`config.mk`:
```
export PLATFORM = sky130hd
export DESIGN_NAME = eth_pcs_block_lock
export DESIGN_NICKNAME = d
export VERILOG_FILES = /design/src/rtl/eth_pcs_params.sv /design/src/rtl/eth_pcs_block_lock.sv
export SDC_FILE = /design/constraint.sdc
export NUM_CORES = 1
export LEC_CHECK = 0
export ABC_AREA = 0
export BUFFER_PORTS_ARGS = -buffer_cell sky130_fd_sc_hd__buf_4
export CAP_MARGIN = 20
export CORE_MARGIN = 2
export CORE_UTILIZATION = 35
export CTS_CLUSTER_SIZE = 8
export DETAILED_ROUTE_END_ITERATION = 10
export GPL_ROUTABILITY_DRIVEN = 0
export SYNTH_ARGS = -nofsm -noshare
export SYNTH_HDL_FRONTEND = slang
export SYNTH_SLANG_ARGS = --single-unit
```
`constraint.sdc`:
```
create_clock -name i_clk -period 4.8 [get_ports i_clk]
set_input_delay 0.24 -clock i_clk [delete_from_list [all_inputs] [get_ports i_clk]]
set_output_delay 0.24 -clock i_clk [all_outputs]
set_load 0.02 [all_outputs]
```
`src/rtl/eth_pcs_params.sv`:
```
// Shared 10GBASE-R PCS constants: sync header encodings, block-lock thresholds and FSM states.
package eth_pcs_params;

  localparam int W_SYNC = 2;
  localparam logic [W_SYNC-1:0] SYNC_DATA = 2'b01;
  localparam logic [W_SYNC-1:0] SYNC_CTRL = 2'b10;

  localparam int N_SH_GOOD_DEF   = 64;
  localparam int N_SH_BAD_DEF    = 16;
  localparam int N_SLIP_WAIT_DEF = 2;

  typedef enum logic [1:0] {
    S_RESET_CNT,
    S_TEST,
    S_SLIP,
    S_WAIT
  } lock_state_t;

  function automatic logic sync_hdr_ok(input logic [W_SYNC-1:0] hdr);
    return (hdr == SYNC_DATA) || (hdr == SYNC_CTRL);
  endfunction

endpackage

```
`src/rtl/eth_pcs_block_lock.sv`:
```
// Rx block-lock FSM: tests 66b sync headers, requests gearbox slips until aligned, gates the decoder reset.
// Lock/dec_reset are registered one enabled cycle after the FSM; a slip request holds until an enabled cycle ends.
module eth_pcs_block_lock
  import eth_pcs_params::*;
#(
  parameter int N_SH_GOOD   = N_SH_GOOD_DEF,
  parameter int N_SH_BAD    = N_SH_BAD_DEF,
  parameter int N_SLIP_WAIT = N_SLIP_WAIT_DEF
) (
  input  logic              i_clk,
  input  logic              i_reset,
  input  logic              i_clk_en,
  input  logic              i_grbx_hdr_valid,
  input  logic [W_SYNC-1:0] i_grbx_hdr,
  output logic              o_grbx_slip,
  output logic              o_block_lock,
  output logic              o_dec_reset,
  output logic [15:0]       o_slip_cnt
);

  localparam int W_SH   = $clog2(N_SH_GOOD + 1);
  localparam int W_BAD  = $clog2(N_SH_BAD + 1);
  localparam int W_WAIT = $clog2(N_SLIP_WAIT + 1);

  lock_state_t       q_state, d_state;
  logic [W_SH-1:0]   q_sh_cnt, d_sh_cnt, sh_cnt_inc;
  logic [W_BAD-1:0]  q_sh_bad, d_sh_bad, sh_bad_inc;
  logic [W_WAIT-1:0] q_wait_cnt, d_wait_cnt, wait_cnt_inc;
  logic              q_lock, d_lock;
  logic              q_slip, d_slip;
  logic              q_block_lock, d_block_lock;
  logic [15:0]       q_slip_cnt, d_slip_cnt;
  logic              hev;

  always_comb begin
    d_state      = q_state;
    d_sh_cnt     = q_sh_cnt;
    d_sh_bad     = q_sh_bad;
    d_wait_cnt   = q_wait_cnt;
    d_lock       = q_lock;
    d_slip       = q_slip;
    d_block_lock = q_block_lock;
    d_slip_cnt   = q_slip_cnt;
    hev          = i_clk_en & i_grbx_hdr_valid;
    sh_cnt_inc   = q_sh_cnt + 1'b1;
    sh_bad_inc   = q_sh_bad + 1'b1;
    wait_cnt_inc = q_wait_cnt + 1'b1;

    // With the enable low everything freezes, including a pending slip request.
    if (i_clk_en) begin
      d_slip       = 1'b0;
      d_block_lock = q_lock;
      case (q_state)
        S_RESET_CNT: begin
          d_sh_cnt = '0;
          d_sh_bad = '0;
          d_state  = S_TEST;
        end
        S_TEST: begin
          if (hev) begin
            d_sh_cnt = sh_cnt_inc;
            if (sync_hdr_ok(i_grbx_hdr)) begin
              if (sh_cnt_inc == W_SH'(N_SH_GOOD)) begin
                if (q_sh_bad == '0) d_lock = 1'b1;
                d_state = S_RESET_CNT;
              end
            end else begin
              d_sh_bad = sh_bad_inc;
              // Bad-count threshold wins over a coincident window end.
              if (!q_lock || (sh_bad_inc == W_BAD'(N_SH_BAD))) d_state = S_SLIP;
              else if (sh_cnt_inc == W_SH'(N_SH_GOOD))         d_state = S_RESET_CNT;
            end
          end
        end
        S_SLIP: begin
          d_lock     = 1'b0;
          d_slip     = 1'b1;
          d_wait_cnt = '0;
          if (q_slip_cnt != 16'hFFFF) d_slip_cnt = q_slip_cnt + 16'd1;
          d_state    = S_WAIT;
        end
        S_WAIT: begin
          if (hev) begin
            d_wait_cnt = wait_cnt_inc;
            if (wait_cnt_inc == W_WAIT'(N_SLIP_WAIT)) d_state = S_RESET_CNT;
          end
        end
        default: d_state = S_RESET_CNT;
      endcase
    end
  end

  always_ff @(posedge i_clk or posedge i_reset) begin
    if (i_reset) begin
      q_state      <= S_RESET_CNT;
      q_sh_cnt     <= '0;
      q_sh_bad     <= '0;
      q_wait_cnt   <= '0;
      q_lock       <= 1'b0;
      q_slip       <= 1'b0;
      q_block_lock <= 1'b0;
      q_slip_cnt   <= '0;
    end else begin
      q_state      <= d_state;
      q_sh_cnt     <= d_sh_cnt;
      q_sh_bad     <= d_sh_bad;
      q_wait_cnt   <= d_wait_cnt;
      q_lock       <= d_lock;
      q_slip       <= d_slip;
      q_block_lock <= d_block_lock;
      q_slip_cnt   <= d_slip_cnt;
    end
  end

  assign o_grbx_slip  = q_slip;
  assign o_block_lock = q_block_lock;
  assign o_dec_reset  = ~q_block_lock;
  assign o_slip_cnt   = q_slip_cnt;

endmodule

```
==> results of run 1 <==
==> routing by layer <==
layer | vias to the layer above | global-route usage (%) | wire length (µm)
li1 | 765 | - | -
met1 | 718 | 18.7 | 1870
met2 | 31 | 22.6 | 1750
met3 | 3 | 3.14 | 175
met4 | 0 | 6.07 | 33
met5 | - | 0 | 0
==> synth_stat cells, types with 2 or more instances <==
cell type	instances
dfrtp_1	35
nand2_1	24
o21ai_0	17
nand3_1	15
nor2_1	10
inv_1	8
xor2_1	8
a21oi_1	6
xnor2_1	6
clkbuf_1	5
ha_1	5
nand4_1	5
nor3_1	5
nand2b_1	4
nor2b_1	4
a22o_1	3
and3_1	3
nor4_1	3
a211o_1	2
a211oi_1	2
buf_2	2
mux2_2	2
mux2i_1	2
o22ai_1	2
or3_1	2
or4_1	2
==> registers in the layout, summed over array words and instances (netlist names), named ones only <==
register,flops
o_grbx_slip,1
q_sh_cnt,7
q_wait_cnt,2
o_slip_cnt,16
q_lock,1
q_state,1
o_block_lock,1
q_sh_bad,5
==> cells by family after synthesis <==
family	share of synthesized area, %
buffers and inverters	3.11
multiplexers	3.05
XOR/XNOR	6.49
AO/OA/AOI/OAI	12.9
AND/OR/NAND/NOR	24.7
flip-flops	46.4
adder cells (fa/ha/maj)	3.31
==> final timing paths <==
path | startpoint | end | depth (start not counted)
max | q_state[0] | o_slip_cnt[15] | 4
min | i_reset | o_slip_cnt[8] | 3
max reg2reg | q_state[0] | o_slip_cnt[15] | 4
min reg2reg | o_grbx_slip | o_grbx_slip | 1
max in group asynchronous | i_reset | q_sh_cnt[3] | 3
min in group i_clk | i_clk_en | o_block_lock | 2
==> report_power, final <==
group / switching (mW) / total, mW / internal [mW]
registers: 0.0900 / 0.451 / 0.361
clock network: 0.119 / 0.220 / 0.101
logic: 0.146 / 0.276 / 0.129
==> area by class of cell <==
cell class | instances | area, µm²
Timing Repair Buffer | 25 | 188
Clock inverter | 3 | 20.0
Clock buffer | 5 | 68.8
Tap cell | 70 | 87.6
Sequential cell | 35 | 876
Fill cell | 505 | 2950
Multi-Input combinational cell | 150 | 953
Inverter | 8 | 30.0
==> stage by stage <==
stage	utilization, %	instance area, µm²	setup WS [ns]	instances	hold slack, ns
2_1_floorplan	-	1890	2.93	200	0.394
3_3_place_gp	41.3	2130	2.99	288	0.380
3_5_place_dp	41.3	2130	2.93	288	0.383
4_1_cts	43.0	2220	2.91	296	0.0576
5_1_grt	43.0	2220	2.80	296	0.101
6_report	43.0	2220	2.92	296	0.0405
==> critical path, cell delays in order (launching register included) <==
cell and delay, ns:
dfrtp_1 0.49, and3b_1 0.37, nand3_1 0.17, or4_4 0.44, mux2_4 0.30
==> impl_results.rst, run 1 <==
.. list-table::
   :header-rows: 1

   * - Metric
     - Value
   * - Count of input and output buffers
     - 24
   * - Number of remaining DRC errors
     - 0
   * - Hold violation total from the final report
     - 0
   * - Synth area leader
     - dfrtp_1
   * - Worst slew margin
     - 59.3%
   * - Antenna violations before repair
     - 0
   * - WL/cell
     - 13.0 µm
   * - Number of H-tree levels
     - 2
   * - CTS tree
     - yes
   * - Cell leakage power
     - 0.996 nW
   * - Run status
     - completed
   * - Summed negative setup slack over all endpoints
     - 0 ns
   * - Seq cells post-synth
     - 35
   * - Row Count
     - 26
   * - Worst skew pair latency
     - 0.29 ns
   * - Post-Route WL
     - 3840 µm
   * - Height of the chip
     - 77.4 µm
   * - Overall Global Routing Usage
     - 14.2%
   * - Peak VDD IR
     - 266 µV
   * - First-pass GRT wire length
     - 6770 µm
   * - Total setup violations reported at the end of the flow
     - 0
   * - Vias after detailed routing
     - 1,517
   * - Core Footprint
     - 0.00517 mm²
   * - Final Max Tran Viols
     - 0
   * - HPWL after detailed placement
     - 2690 µm
   * - Transition time at the pin with the least slew margin
     - 0.605 ns
   * - Chip width
     - 77.4 µm
   * - Number of violations of the max-capacitance limit
     - 0
   * - Count of synthesis-stage warnings from yosys
     - 0
   * - Number of iterations in the first detailed-routing pass
     - 4
   * - Clk pin slew, worst setup/hold paths
     - 0.08 ns
   * - Root buffer cell
     - clkbuf_8
   * - Critical path arrival
     - 2.06 ns
   * - Most common cell after layout, fill and taps aside
     - dfrtp_1
   * - Count of unique library cells instantiated by Yosys
     - 44
   * - DIE AREA
     - 0.00600 mm²
   * - P&R area growth vs syn
     - 17.8%
   * - Syn_area_per_cell
     - 9.44 µm²
   * - Clock Path Buffers
     - 2
   * - Power Dens Cells
     - 426 mW/mm²
   * - Share of layout cells above drive strength 1
     - 17.7%
   * - Hold buffer count at CTS
     - 0
   * - Maximum number of pins on one net before global-route repair
     - 36
   * - Synth area leaders
     - dfrtp_1 (46%), nand2_1 (4.8%), o21ai_0 (4.5%), nand3_1 (4.0%), xor2_1 (3.7%)
   * - Clock sink total
     - 35
   * - Commonest non-fill, non-tap cells in the layout
     - dfrtp_1 (35), buf_4 (25), nand2_1 (24)
   * - Final Net Count
     - 236
   * - Vias per cell
     - 5.13
   * - Cell Area, Synth
     - 0.00189 mm²
   * - Post-synthesis cell count
     - 200
   * - Post-synthesis async set-or-reset flop share
     - 100%
   * - Most instantiated flip-flop cell in the synthesis netlist
     - dfrtp_1
   * - Register-to-register path setup slack
     - 2.92 ns
   * - Worst Hold Class
     - input pin to async pin
   * - Setup crit start kind
     - flip-flop
   * - Clock tree skew after final layout
     - 0.00898 ns
   * - Number of antenna repair diodes
     - 0
   * - RSZ-0062 raised after global routing
     - false
   * - Highest Clock Rate
     - 0.533 GHz
   * - Max Fanout on Critical Path
     - 12
   * - Number of DRC violations after detailed-routing iteration 0
     - 50
   * - Portion of synthesized cell area occupied by the leading cell type
     - 46.4%
   * - CP Class
     - flip-flop to flip-flop
   * - Synthesized net count
     - 211
   * - Setup fix buffers added after clock tree synthesis
     - 0
   * - Category of the worst setup path capture point
     - flip-flop
   * - Cts repair resizes
     - 0
   * - Remaining global-route overflow
     - 0
   * - Initial standard-cell utilization of the core
     - 36.5%
   * - Total power
     - 947 µW
   * - Cts bufs inserted
     - 5
   * - Fin crit share
     - 39.1%
   * - Register area share after synthesis
     - 46.4%
   * - Required time at the worst-slack endpoint
     - 4.98 ns
   * - Antenna Violating Nets Remaining
     - 0
   * - I/O pin count
     - 25
   * - Vias in the first global route
     - 1,455
   * - Post-layout minimum cycle time
     - 1.88 ns
   * - Number of enable flip-flop cells after synthesis
     - 0
Power figures use the tool's default switching activity.
==> inputs of run 2 (changes only) <==
- clock period: 4.8 -> 1.96 ns (I/O delays scaled with it)
==> impl_results.rst, run 2 (same netlist as run 1, synthesis figures left out) <==
.. list-table::
   :header-rows: 1

   * - Metric
     - Value
   * - Number of DRC violations after detailed-routing iteration 0
     - 44 (-12%)
   * - Root buffer cell
     - clkbuf_8
   * - Final Max Tran Viols
     - 0 (unchanged)
   * - Total setup violations reported at the end of the flow
     - 0 (unchanged)
   * - Total power
     - 2.49 mW (+160%)
   * - Non-filler cells, final
     - 302 (+2.0%)
   * - Maximum number of pins on one net before global-route repair
     - 36 (unchanged)
   * - Share of total power in sequential cells
     - 42.4% (-5.2 points)
   * - First-pass GRT wire length
     - 6420 µm (-5.2%)
   * - Fin crit share
     - 91.4% (+52 points)
   * - Worst Hold Class
     - input pin to flip-flop
   * - DP Cell Count
     - 293 (+1.7%)
   * - Final-layout worst hold slack
     - 0.0998 ns (+0.0593 ns)
   * - Number of H-tree levels
     - 2 (unchanged)
   * - Power Dens Cells
     - 1080 mW/mm² (+150%)
   * - CP delay by family, top
     - simple AND/OR/NAND/NOR gates
   * - Cell leakage power
     - 1.05 nW (+5.1%)
   * - Core Footprint
     - 0.00517 mm² (unchanged)
   * - Height of the chip
     - 77.4 µm (unchanged)
   * - Chip width
     - 77.4 µm (unchanged)
   * - Transition time at the pin with the least slew margin
     - 0.445 ns (-0.160 ns)
   * - Hold violation total from the final report
     - 0 (unchanged)
   * - Post-layout minimum cycle time
     - 1.79 ns (-0.0857 ns)
   * - Critical path arrival
     - 1.96 ns (-0.10 ns)
   * - Final Net Count
     - 242 (+2.5%)
   * - RSZ-0062 raised after global routing
     - false
   * - Final worst slack
     - 0.168 ns (-2.75 ns)
   * - Source of the critical timing path
     - o_slip_cnt[5]
   * - Post-placement setup slack
     - 0.177 ns (-2.75 ns)
   * - Clock Path Buffers
     - 2 (unchanged)
   * - Combinational group share of total power
     - 30.6% (+1.5 points)
   * - Peak VDD IR
     - 679 µV (+160%)
   * - Setup fix buffers added after clock tree synthesis
     - 0 (unchanged)
   * - Largest stage delay on the critical path
     - 0.54 ns (+0.05 ns)
   * - Final Cell Area
     - 0.00230 mm² (+3.4%)
   * - CTS tree
     - yes
   * - Switching Power
     - 843 µW (+140%)
   * - Vias in the first global route
     - 1,391 (-4.4%)
   * - DIE AREA
     - 0.00600 mm² (unchanged)
   * - CP Class
     - flip-flop to flip-flop
   * - Antenna Violating Nets Remaining
     - 0 (unchanged)
   * - Overall Global Routing Usage
     - 13.2% (-1.0 points)
   * - Initial standard-cell utilization of the core
     - 36.5% (unchanged)
   * - Vias after detailed routing
     - 1,525 (+0.53%)
   * - Number of iterations in the first detailed-routing pass
     - 4 (unchanged)
   * - Sw Share
     - 33.8% (-3.7 points)
   * - HPWL after detailed placement
     - 2790 µm (+3.6%)
   * - Commonest non-fill, non-tap cells in the layout
     - dfrtp_1 (35), buf_4 (30), nand2_1 (24)
   * - Setup crit start kind
     - flip-flop
   * - Number of antenna repair diodes
     - 0 (unchanged)
   * - P&R area growth vs syn
     - 21.8%
   * - Post-Route WL
     - 3810 µm (-0.68%)
   * - Internal power contribution
     - 1.65 mW (+180%)
   * - Buffers and inverters on the worst path
     - 0 (unchanged)
   * - Most common cell after layout, fill and taps aside
     - dfrtp_1
   * - Required time at the worst-slack endpoint
     - 2.13 ns (-2.85 ns)
   * - Remaining global-route overflow
     - 0 (unchanged)
   * - Row Count
     - 26 (unchanged)
   * - Cell area after placement
     - 0.00217 mm² (+1.8%)
   * - Clk pin slew, worst setup/hold paths
     - 0.07 ns (about the same)
   * - Beginning of the worst hold path
     - i_clk_en
   * - Worst slew margin
     - 70.3% (+11 points)
   * - Summed negative setup slack over all endpoints
     - 0 ns (unchanged)
   * - Number of remaining DRC errors
     - 0 (unchanged)
   * - Share of layout cells above drive strength 1
     - 19.4% (+1.7 points)
   * - Beginning of the worst register-to-register path
     - o_slip_cnt[5]
   * - Max FFs per register
     - 16 (unchanged)
   * - I/O pin count
     - 25 (unchanged)
   * - Share of the core filled with cells
     - 44.5% (+1.5 points)
   * - Category of the worst setup path capture point
     - flip-flop
   * - Proportion of power drawn by the clock network
     - 27.0% (+3.7 points)
   * - Antenna violations before repair
     - 0 (unchanged)
   * - Crit-path cells
     - and4_4, nand3_4, or4_4, mux2_4
   * - Highest Clock Rate
     - 0.558 GHz (+4.8%)
   * - Number of violations of the max-capacitance limit
     - 0 (unchanged)
   * - Clock sink total
     - 35 (unchanged)
   * - Cts bufs inserted
     - 5 (unchanged)
   * - Vias per cell
     - 5.05 (-1.5%)
   * - WL/cell
     - 12.6 µm (-2.7%)
   * - Max Fanout on Critical Path
     - 8 (-4)
   * - Clock tree skew after final layout
     - 0.00490 ns (-0.00408 ns)
   * - Worst skew pair latency
     - 0.28 ns (about the same)
   * - Run status
     - completed
   * - Count of input and output buffers
     - 24 (unchanged)
   * - Slowest cell on crit path
     - or4_4
run 2: what timing repair did:
| item | 4_1_cts | 5_1_grt |
|---|---|---|
| hold buffers | 1 | 0 |
| gates resized for setup | 0 | 0 |
| hold endpoints to repair | 35 | 0 |
| endpoints found under the setup margin | 0 | 0 |
run 2: power groups by stage:
stage               Clock [mW]  Sequential [mW]  Combinational [mW]
floorplan                    0             1.10               0.475
global route             0.728             1.08               0.857
finish                   0.673             1.06               0.763
CTS                      0.698             1.05               0.774
detailed placement           0             1.07               0.771
global placement             0             1.06               0.756
run 2: cell type report:
type | instances | area (µm²)
fillers | 510 | 2870
multi-input cells | 150 | 953
inverters | 8 | 30.0
flip-flops and latches | 35 | 876
well taps | 70 | 87.6
clock buffers | 6 | 82.6
repair buffers | 31 | 235
clock inverters | 2 | 35.0
run 2: final timing paths:
| path | to | slack, ns | cells after the start |
|---|---|---|---|
| setup / recovery | o_slip_cnt[15] | 0.17 | 4 |
| hold / removal | o_block_lock | 0.1 | 2 |
| setup reg to reg | o_slip_cnt[15] | 0.17 | 4 |
| hold reg to reg | o_grbx_slip | 0.49 | 1 |
| max in group asynchronous | q_wait_cnt[0] | 1.17 | 4 |
| min in group asynchronous | o_slip_cnt[6] | 0.48 | 4 |
run 2: worst reg2reg max path, cell delays in order (launching register included):
cell and delay (ns):
dfrtp_1 0.45, and4_4 0.28, nand3_4 0.12, or4_4 0.54, mux2_4 0.30
run 2: metal layers:
| layer | vias to the layer above | wire [µm] | track usage, % |
|---|---|---|---|
| li1 | 783 | - | - |
| met5 | - | 0 | 0 |
| met3 | 4 | 121 | 3.84 |
| met2 | 24 | 1810 | 21.3 |
| met4 | 0 | 31 | 4.11 |
| met1 | 714 | 1850 | 17.1 |
